--- config.mk ---
export PLATFORM = sky130hd
export DESIGN_NAME = irq_encoder_8_3
export DESIGN_NICKNAME = d
export VERILOG_FILES = /design/src/rtl/irq_encoder_8_3.sv
export SDC_FILE = /design/constraint.sdc
export NUM_CORES = 1
export LEC_CHECK = 0
export CORE_MARGIN = 4
export CORE_UTILIZATION = 35
export DETAILED_ROUTE_END_ITERATION = 7
export GPL_TIMING_DRIVEN = 1
export PLACE_DENSITY = 0.64
export SLEW_MARGIN = 20
export SYNTH_ARGS = -nofsm -noshare
export SYNTH_HDL_FRONTEND = slang
export SYNTH_SLANG_ARGS = --single-unit
--- constraint.sdc ---
create_clock -name clk -period 2.77 [get_ports clk]
set_input_delay 0.277 -clock clk [delete_from_list [all_inputs] [get_ports clk]]
set_output_delay 0.277 -clock clk [all_outputs]
set_load 0.1 [all_outputs]
--- src/rtl/irq_encoder_8_3.sv ---
// 8-to-3 priority request encoder: captures request lines into a pending register
// and presents the highest-priority enabled source over a valid/ack handshake.
module irq_encoder_8_3 #(
  parameter bit EDGE_MODE = 1'b1
) (
  input  logic       clk,
  input  logic       rst,
  input  logic       en,
  input  logic [7:0] req,
  input  logic [7:0] mask,
  input  logic       ack,
  output logic       valid,
  output logic [2:0] code,
  output logic [7:0] pending,
  output logic       dbg_state
);

  // Handshake: code is offered while valid=1 and held frozen until the cycle
  // in which ack=1 is sampled; ack while valid=0 has no effect.
  typedef enum logic {
    IDLE    = 1'b0,
    PRESENT = 1'b1
  } state_t;

  state_t     state;
  logic [7:0] req_d;
  logic [7:0] set;
  logic [7:0] clr;
  logic [7:0] eligible;
  logic [2:0] enc;
  logic       any_eligible;

  assign dbg_state = state;

  // req_d resets low, so a line already high at reset release counts as an edge.
  always_comb begin
    set = req;
    if (EDGE_MODE) set = req & ~req_d;
  end

  always_comb begin
    clr = 8'h00;
    if (state == PRESENT && ack) clr = 8'h01 << code;
  end

  assign eligible     = pending & mask;
  assign any_eligible = |eligible;

  always_comb begin
    enc = 3'b000;
    for (int i = 0; i < 8; i++) begin
      if (eligible[i]) enc = 3'(i);
    end
  end

  always_ff @(posedge clk or posedge rst) begin
    if (rst) begin
      state   <= IDLE;
      valid   <= 1'b0;
      code    <= 3'b000;
      pending <= 8'h00;
      req_d   <= 8'h00;
    end else begin
      req_d   <= req;
      pending <= (pending & ~clr) | set;
      case (state)
        IDLE: begin
          if (en && any_eligible) begin
            code  <= enc;
            valid <= 1'b1;
            state <= PRESENT;
          end
        end
        PRESENT: begin
          if (ack) begin
            valid <= 1'b0;
            state <= IDLE;
          end
        end
        default: begin
          valid <= 1'b0;
          state <= IDLE;
        end
      endcase
    end
  end

endmodule

# Word level (Yosys, flattened, before mapping)

Cells that the tools add are included.

Input port bits: 20
ROM bits: 0
Output and inout bits: 13
Bits in latches: 0
Word-level logic and storage cells: 34
Memories: 0
RAM bits: 0
Register bits after elaboration: 21

Add/subtract/negate cells: 0
Multipliers: 0
Order comparisons: 0
Bitwise gates (word level): 7
Equal/unequal tests: 2
Shift-type cells: 1
Reductions and logical operators: 5
Muxes and demuxes: 14
Div/mod/pow operators: 0

Operators with widths:

| kind                                            | number |
|---|---|
| AND 8 bit                                       | 3 |
| 2-to-1 mux 3 bit                                | 6 |
| inverter 8 bit                                  | 2 |
| 2-to-1 mux 8 bit                                | 1 |
| bitwise OR 8 bit                                | 1 |
| OR reduction 8 bit                              | 1 |
| left shift 1 x 3 -> 8 bit, first input constant | 1 |
| 2-to-1 mux 1 bit                                | 5 |
| != test 2 bit, second input constant            | 2 |
| one-hot mux 1 bit (2 select lines)              | 2 |
| AND reduction 2 bit                             | 2 |
| logical AND 1 bit                               | 2 |
| inverter 1 bit                                  | 1 |

# Depth between registers and ports, before layout

Gate-level depths: netlist of run 1.

Word-level depth: 8
Gate-level depth with buffers: 4
Depth with buffers taken out: 4

# Worst setup path after synthesis of run 1

No wires, ideal clock.

Kind: reg-to-reg
Start point: register pending[1]
End point: register code[1]
Path buffers: 0
Clock period less this slack: 1.841 ns
Arrival time: 1.759 ns
Slack: 0.929 ns
Data required time: 2.688 ns
Setup time: 0.082 ns
Cell stages (with the launch flop): 5
Cell sequence: dfrtp_1 > a22oi_1 > a41oi_4 > nor2_1 > a31oi_1

Cells in the longest elaborated chain, start to end: 4

Ends and longest elaborated chain:

| what                                 | RTL line | text |
|---|---|---|
| start, declared                      | 14       | `output logic [7:0] pending,` |
| start signal, assigned               | 65       | `pending <= (pending & ~clr) \| set;` |
| AND 8 bit                            | 46       | `assign eligible = pending & mask;` |
| OR reduction 8 bit                   | 47       | `assign any_eligible = \|eligible;` |
| logical AND 1 bit                    | 68       | `if (en && any_eligible) begin` |
| AND reduction 2 bit (no source line) | n/a      |  |
| end signal, assigned                 | 69       | `code <= enc;` |
| end, declared                        | 13       | `output logic [2:0] code,` |

Every way passes these cells.
A chain may end at the register's enable or synchronous reset.

# Worst setup path in the final report of run 1

Start point: register pending[6]
End point: output port pending[6]

No word-level cell between the ends.

==> results.md, run 1 <==
- The first detailed-routing pass took 4 iterations.
- The clock insertion delay at the later pin of the skew report is approximately 290 ps.
- Row generation in the floorplan step produced 17 rows.
- The post-synthesis cell area is 865 sq um.
- The worst setup path is captured at an output port.
- After detailed routing, the total wire length is between 1500 and 2000 um.
- Entering global routing, the biggest net connects 22 pins.
- The initial core utilization is 38.0%.
- Ranked by instance count, the synthesized netlist is headed by 21 x dfrtp_1, 14 x o21ai_0, 10 x inv_1.
- The number of different library cells in the post-synthesis netlist is 19.
- The fraction of the yosys area taken by sequential cells is 60.8%.
- The post-route worst setup slack is 1350 ps.
- The die is 57.7 um wide.
- The number of buffers added on ports is 32.
- The number of placed cells counting well taps is 134.
- Summed over all instances, the cell type with the most area after synthesis is dfrtp_1.
- The worst register-to-register path has a setup slack of 1510 ps.
- Walking the worst path, the cells encountered are buf_4.
- The top achievable clock speed is 705 MHz.
- The count of nets left with antenna violations once routing finished came out at 0.
- The mean cell area of the mapped netlist is 11.7 sq um.
- The cell leakage power is 0.511 nW.
- Global routing consumed, over all layers together, 13.0% of the routing resources.
- IR analysis of the VDD net gives a maximum drop of 0.000466 V.
- In the synthesized netlist, the number of instances is 74.
- The initial detailed-routing violation count is 15.
- The number of sinks handled by clock tree synthesis is 21.
- After synthesis the netlist holds a flip-flop and latch count of 21.
- The clock-pin slew reported for the worst setup and hold paths after clock tree synthesis is 100 ps.
- The number of buffer and inverter stages on the critical path is 1.
- The standard cell core area is around 2300 sq um.
- Detailed placement ended at an HPWL of 1560 um.
- The number of setup violations in the final report is 0.
- The area growth from synthesis to final layout is 40.4%.
- The number of vias per cell is between 4 and 5.
- The largest single stage delay on the critical path is 510 ps.
- The number of hold-repair buffers added at the cts stage is 0.
- The run finished with clean final reports.
- The worst path required time is 2490 ps.
- The master of the slowest instance on the critical path is dfrtp_1.
- Measured against its own limit, the worst slew margin works out to 49.4%.
- The final count of pins violating max slew came to 0.
- The final weighted congestion of routability-driven global placement is 0.763.
- The top-level port count is 33.
- Grouping stages by cell kind, the critical path spends the most delay in flip-flops.
- For this run, the leading register cell type out of synthesis is dfrtp_1.
- The net count after synthesis is 94.
- Along the worst path, the maximum fanout reaches 5.
- The count of synthesis-stage warnings from yosys is 0.
- The clock skew after layout is 1.73 ps.
- The layout has 217 filler cells.
- The CTS H-tree depth is 1.
- The number of antenna diodes in the final layout is 0.
- The number of gates resized after CTS was 0.
- Total power for the finished layout comes to 0.000964 W.
- The clock passes through at most 2 buffers.
- The post-route netlist has between 10% and 20% of its cells at a drive strength greater than 1.
- In this run the worst hold path is classified as input pin to asynchronous set/reset pin.
- Dividing total power by cell area gives a power density of 795 nW/um^2.
- Of the post-synthesis cell area, the dominant cell type holds 60.8%.
- For this run the aggregate overflow at the end of global routing stands at 0.
- TritonCTS built the clock tree.
- The post-route setup TNS is 0 ps.
- In the post-synthesis netlist, the biggest area contributors are dfrtp_1 61%, o21ai_0 8.1%, inv_1 4.3%.
- Setup repair after global routing left no endpoint under its margin.
- The chip height is 57.7 um.
- The number of flops mapped to enable cells by yosys is 0.
- The root cell of the clock tree is clkbuf_4.
- The initial antenna violation count is 0.
- The number of maximum-capacitance constraint violations is 0.
- The die covers 3330 sq um.
- The global-route wire length before repair is 3310 um.
- After clock tree synthesis, the setup repair step added 0 buffers.
- The most common cell in the synthesized netlist is dfrtp_1.
- The critical path startpoint is pending[6].
- The count of endpoints failing hold in the final timing report is 0.
- Prior to clock tree synthesis, the placed netlist has a worst setup slack of 1150 ps.
- For the finished layout, the period the worst path requires is 1420 ps.
- The via count of the first global-routing pass is 726.
- For the pin with the worst max-slew slack, the measured transition is ~760 ps.
- The worst reg2reg path startpoint is pending[2].
- The detailed router placed 686 vias in this run.
- The non-filler instance count after layout is 138.
- The final layout contains roughly 130 nets.
- For this run, asynchronously set or reset flops after synthesis account for 100%.
- In the routed design, unresolved DRC markers number 0.
- The sort of element at the start of the critical path is a flop.
- At the worst endpoint, the arrival time is between 1000 and 1500 ps.
- The kind of critical path is flop to output port.
- The final critical path takes up 51.2% of the cycle.
- In this run, CTS created clock tree buffers numbering 3.
- After detailed routing, the average wire length per cell comes to 14.2 um.
-- routing by layer --
layer / vias up / routed length, um / track usage (%)
li1: 340 / - / -
met1: 331 / 869 / 16.2
met2: 13 / 988 / 21.6
met3: 2 / 89 / 3.12
met4: 0 / 13 / 4.97
met5: - / 0 / 0
-- report_power, final --
group          internal, W  leakage [nW]  switching (W)
registers         0.000344         0.221      0.0000556
clock network    0.0000560        0.0150      0.0000813
logic             0.000108         0.275       0.000319
-- path summary, 6_finish.rpt --
kind                               to  depth (start not counted)
hold reg to reg            pending[0]                          1
hold / removal               req_d[0]                          2
max in group asynchronous  pending[6]                          2
min in group clk           pending[0]                          1
setup / recovery           pending[6]                          1
setup reg to reg              code[0]                          4
-- through the flow --
step	hold WS, ps	instance area (sq um)	util (%)
5_1_grt	421	1210	53.3
6_report	411	1210	53.3
4_1_cts	424	1210	53.3
2_1_floorplan	254	865	-
3_5_place_dp	408	1190	52.2
3_3_place_gp	402	1190	52.2
-- cell usage in the layout (no fill, tap or decap) --
cell type        netlist  routed
nand2_1                3       3
clkbuf_1               0       1
a221o_1                1       1
nor2_1                 4       4
a41oi_4                1       1
clkdlybuf4s50_1        0      19
nand3_1                1       1
a32o_1                 1       1
a22oi_1                2       2
buf_4                  0      13
a31oi_1                2       2
a21o_1                 1       1
nand3b_1               1       1
dfrtp_1               21      21
o21ai_0               14      14
inv_1                 10      10
clkbuf_4               0       3
o31ai_1                2       2
a221oi_2               1       1
nand2b_1               3       3
a22oi_2                2       2
a21oi_1                3       3
a22oi_4                1       1
-- state kept, by name (all words and copies together) (netlist names) --
| register | flops |
|---|---|
| pending | 8 |
| req_d | 8 |
| code | 3 |
| dbg_state | 1 |
| valid | 1 |
-- kinds of logic after synthesis --
family / after synthesis / synth area share (%)
and+or+nand+nor: 12 / 6.66
buffers and inverters: 10 / 4.34
AOI/OAI and AO/OA: 31 / 28.2
DFF: 21 / 60.8
-- final cells by class --
type	instances	area, sq um	area share [%]
multi-input cells	43	302	24.8
inverters	10	37.5	3.09
flip-flops and latches	21	526	43.3
repair buffers	32	288	23.7
clock buffers	4	26.3	2.16
well taps	28	35.0	2.89
Power figures use the tool's default switching activity.
==> inputs of run 2 (changes only) <==
- clock period: 2.77 -> 1.35 ns (I/O delays scaled with it)
==> results.md, run 2 (synthesized netlist as in run 1, its figures left out) <==
- The area growth from synthesis to final layout is 69.3%.
- The final count of pins violating max slew is 0.
- The clock skew after layout is 5.33 ps.
- The met2 usage is between 20% and 30%.
- In this run the remaining antenna-violating nets after routing total 0.
- The initial antenna violation count was 0.
- The clock-pin slew reported for the worst setup and hold paths after clock tree synthesis is approximately 110 ps.
- The sort of element at the start of the critical path is a flop.
- The part of the total power dissipated in sequential elements is 38.6%.
- The number of sinks handled by clock tree synthesis is 21.
- Leaving out fill and tap cells, the most frequent cell in the layout is clkdlybuf4s50_1.
- In this run the horizontal extent of the chip is 57.7 um.
- The clock network burns roughly 13% of the power.
- Of the total power, the share spent switching nets is around 43%.
- The core region is ~2300 sq um.
- The signal on the critical path passes through a22oi_4 > a41oi_4 > a21o_1.
- The share of the clock period used by the worst path is 94.0%.
- The filler cell count is 173.
- After detailed placement, the total cell area comes to 1430 sq um.
- After the first detailed-routing iteration, the DRC count stood at 10.
- The final layout contains between 100 and 150 nets.
- The count of vias placed by the detailed router is 705.
- Static timing analysis puts the maximum clock frequency at 788 MHz.
- The clock period could shrink to 1270 ps.
- The die covers 3330 sq um.
- The switching component of the power is 0.000975 W.
- The first-pass iteration count of the detailed router is 2.
- In the final routed layout, each cell accounts on average for 14.0 um.
- The worst path required time is roughly 1600 ps.
- For this run, the total global-route usage over all layers was measured as 13.5%.
- Setup slack on the critical path of the routed design comes to 80.8 ps.
- The post-DP HPWL is 1630 um.
- The number of maximum-capacitance constraint violations is 0.
- After routing the design area is 1460 sq um.
- Hold repair after CTS inserted 0 buffers.
- Data arrives at the worst endpoint at ~1500 ps.
- Leaving out fill and tap cells, the most frequent cells in the layout are 19 x clkdlybuf4s50_1, 14 x o21ai_0, 13 x buf_12.
- The CTS H-tree depth is 1.
- The share of power burned in combinational logic is 48.6%.
- The power per standard cell area is about 1500 nW/um^2.
- The number of buffers added on ports is 32.
- The run finished with clean final reports.
- The top-level port count is 33.
- The category of the worst setup path capture point is a flop.
- The initial core utilization is a little under two fifths.
- The global-route wire length before repair is 3440 um.
- The highest cell delay on the worst timing path is 540 ps.
- In the routed design, unresolved DRC markers number 0.
- The via count of the first global-routing pass came to approximately 750.
- Of the cells placed in the final design, the portion with a size suffix greater than 1 is 34.8%.
- Setup repair after global routing could not meet its margin everywhere.
- The worst-case IR drop observed on VDD is around 0.0011 V.
- At the later pin of the worst-skew pair, clock insertion delay measures approximately 290 ps.
- The highest net fanout along the worst path is 8.
- The deepest clock path buffer count is 2.
- After detailed routing, the total wire length is 2000 um.
- In the final layout, the registers with the most flip-flops are pending: 8 flops, req_d: 8 flops, code: 3 flops.
- The total number of placement rows is 17.
- Summed over all cells, the static leakage comes to 0.614 nW.
- The met1 usage is 17.6%.
- The completed layout was analyzed and its total power is ~0.0023 W.
- The slew at the pin closest to its max-slew limit is 293 ps.
- For this design, the slowest cell found on the critical path is dfrtp_4.
- The total congestion overflow after global routing is 0.
- The number of setup violations in the final report is 0.
- The root cell of the clock tree is clkbuf_4.
- The layer flagged by global routing as most heavily used is met2.
- Entering global routing, the biggest net connects 22 pins.
- The worst setup path is of the flop to flop kind.
- The final weighted congestion of routability-driven global placement is 0.755.
- The number of buffer and inverter stages on the critical path is 0.
- 0 antenna diodes ended up in the layout.
- OpenSTA, run right after detailed placement, puts the worst setup slack at -51.0 ps.
- The count of endpoints failing hold in the final timing report is 0.
- The total CTS buffers is 3.
- The relative slew slack is 80.4%.
- The worst hold path belongs to the class input pin to asynchronous set/reset pin.
- The met3 layer usage reported by global route is approximately 2.9%.
- Cell internal power was estimated by the tool at about 0.0013 W.
- After detailed routing, the number of vias per cell comes to 4.93.
- The largest delay contributor family on the critical path is compound AO/OA/AOI/OAI gates.
- The chip height is 57.7 um.
- TritonCTS built the clock tree.
[run 2: cell types whose count changed in the layout (fill, tap and decap cells not counted), sizes merged]
cell	change
buf	+5
[run 2: cell type report]
cell class	count	area [sq um]	area share (%)
tap	28	35.0	2.39
inverter	10	37.5	2.56
timing repair buffer	37	488	33.3
clock buffer	4	26.3	1.79
multi-input combinational	43	314	21.5
sequential	21	563	38.5
[run 2: power by group through the flow]
stage	Clock, W	Sequential [W]	Combinational, W
finish	0.000288	0.000869	0.00109
CTS	0.000303	0.000870	0.00110
detailed placement	0	0.000882	0.00109
global placement	0	0.000883	0.00109
global route	0.000331	0.000886	0.00114
floorplan	0	0.00133	0.000169
[run 2: per-layer routing]
metal | wire [um] | up-vias
li1 | - | 347
met1 | 879 | 339
met2 | 992 | 17
met3 | 112 | 2
met4 | 14 | 0
met5 | 0 | -
[run 2: final timing paths]
path / startpoint / end / slack [ps] / cells past startpoint
worst max-delay path: pending[6] / dbg_state / 80 / 3
worst min-delay path: rst / pending[4] / 150 / 3
worst max register to register: pending[6] / dbg_state / 80 / 3
worst min register to register: req_d[7] / pending[7] / 420 / 1
max in group asynchronous: rst / pending[3] / 960 / 3
min in group clk: req[6] / req_d[6] / 300 / 1
[run 2: through the flow]
| step | util [%] | setup TNS (ps) | hold WS (ps) | instances |
|---|---|---|---|---|
| 2_1_floorplan | - | -7.82 | 112 | 74 |
| 3_3_place_gp | 62.8 | -141 | 399 | 138 |
| 5_1_grt | 64.3 | -2.18 | 174 | 143 |
| 4_1_cts | 64.0 | 0 | 160 | 142 |
| 6_report | 64.3 | 0 | 154 | 143 |
| 3_5_place_dp | 62.8 | -231 | 409 | 138 |
[run 2: worst reg2reg max path, delay by kind of cell (launching register included)]
kind,cells,cell delay (ps)
AO/OA/AOI/OAI,3,640
flip-flops,1,540
[run 2: repair_timing]
action / in CTS / in global routing
endpoints found under the hold margin: 0 / 0
gates resized for setup: 0 / 0
setup buffers: 0 / 1
endpoints found under the setup margin: 0 / 4
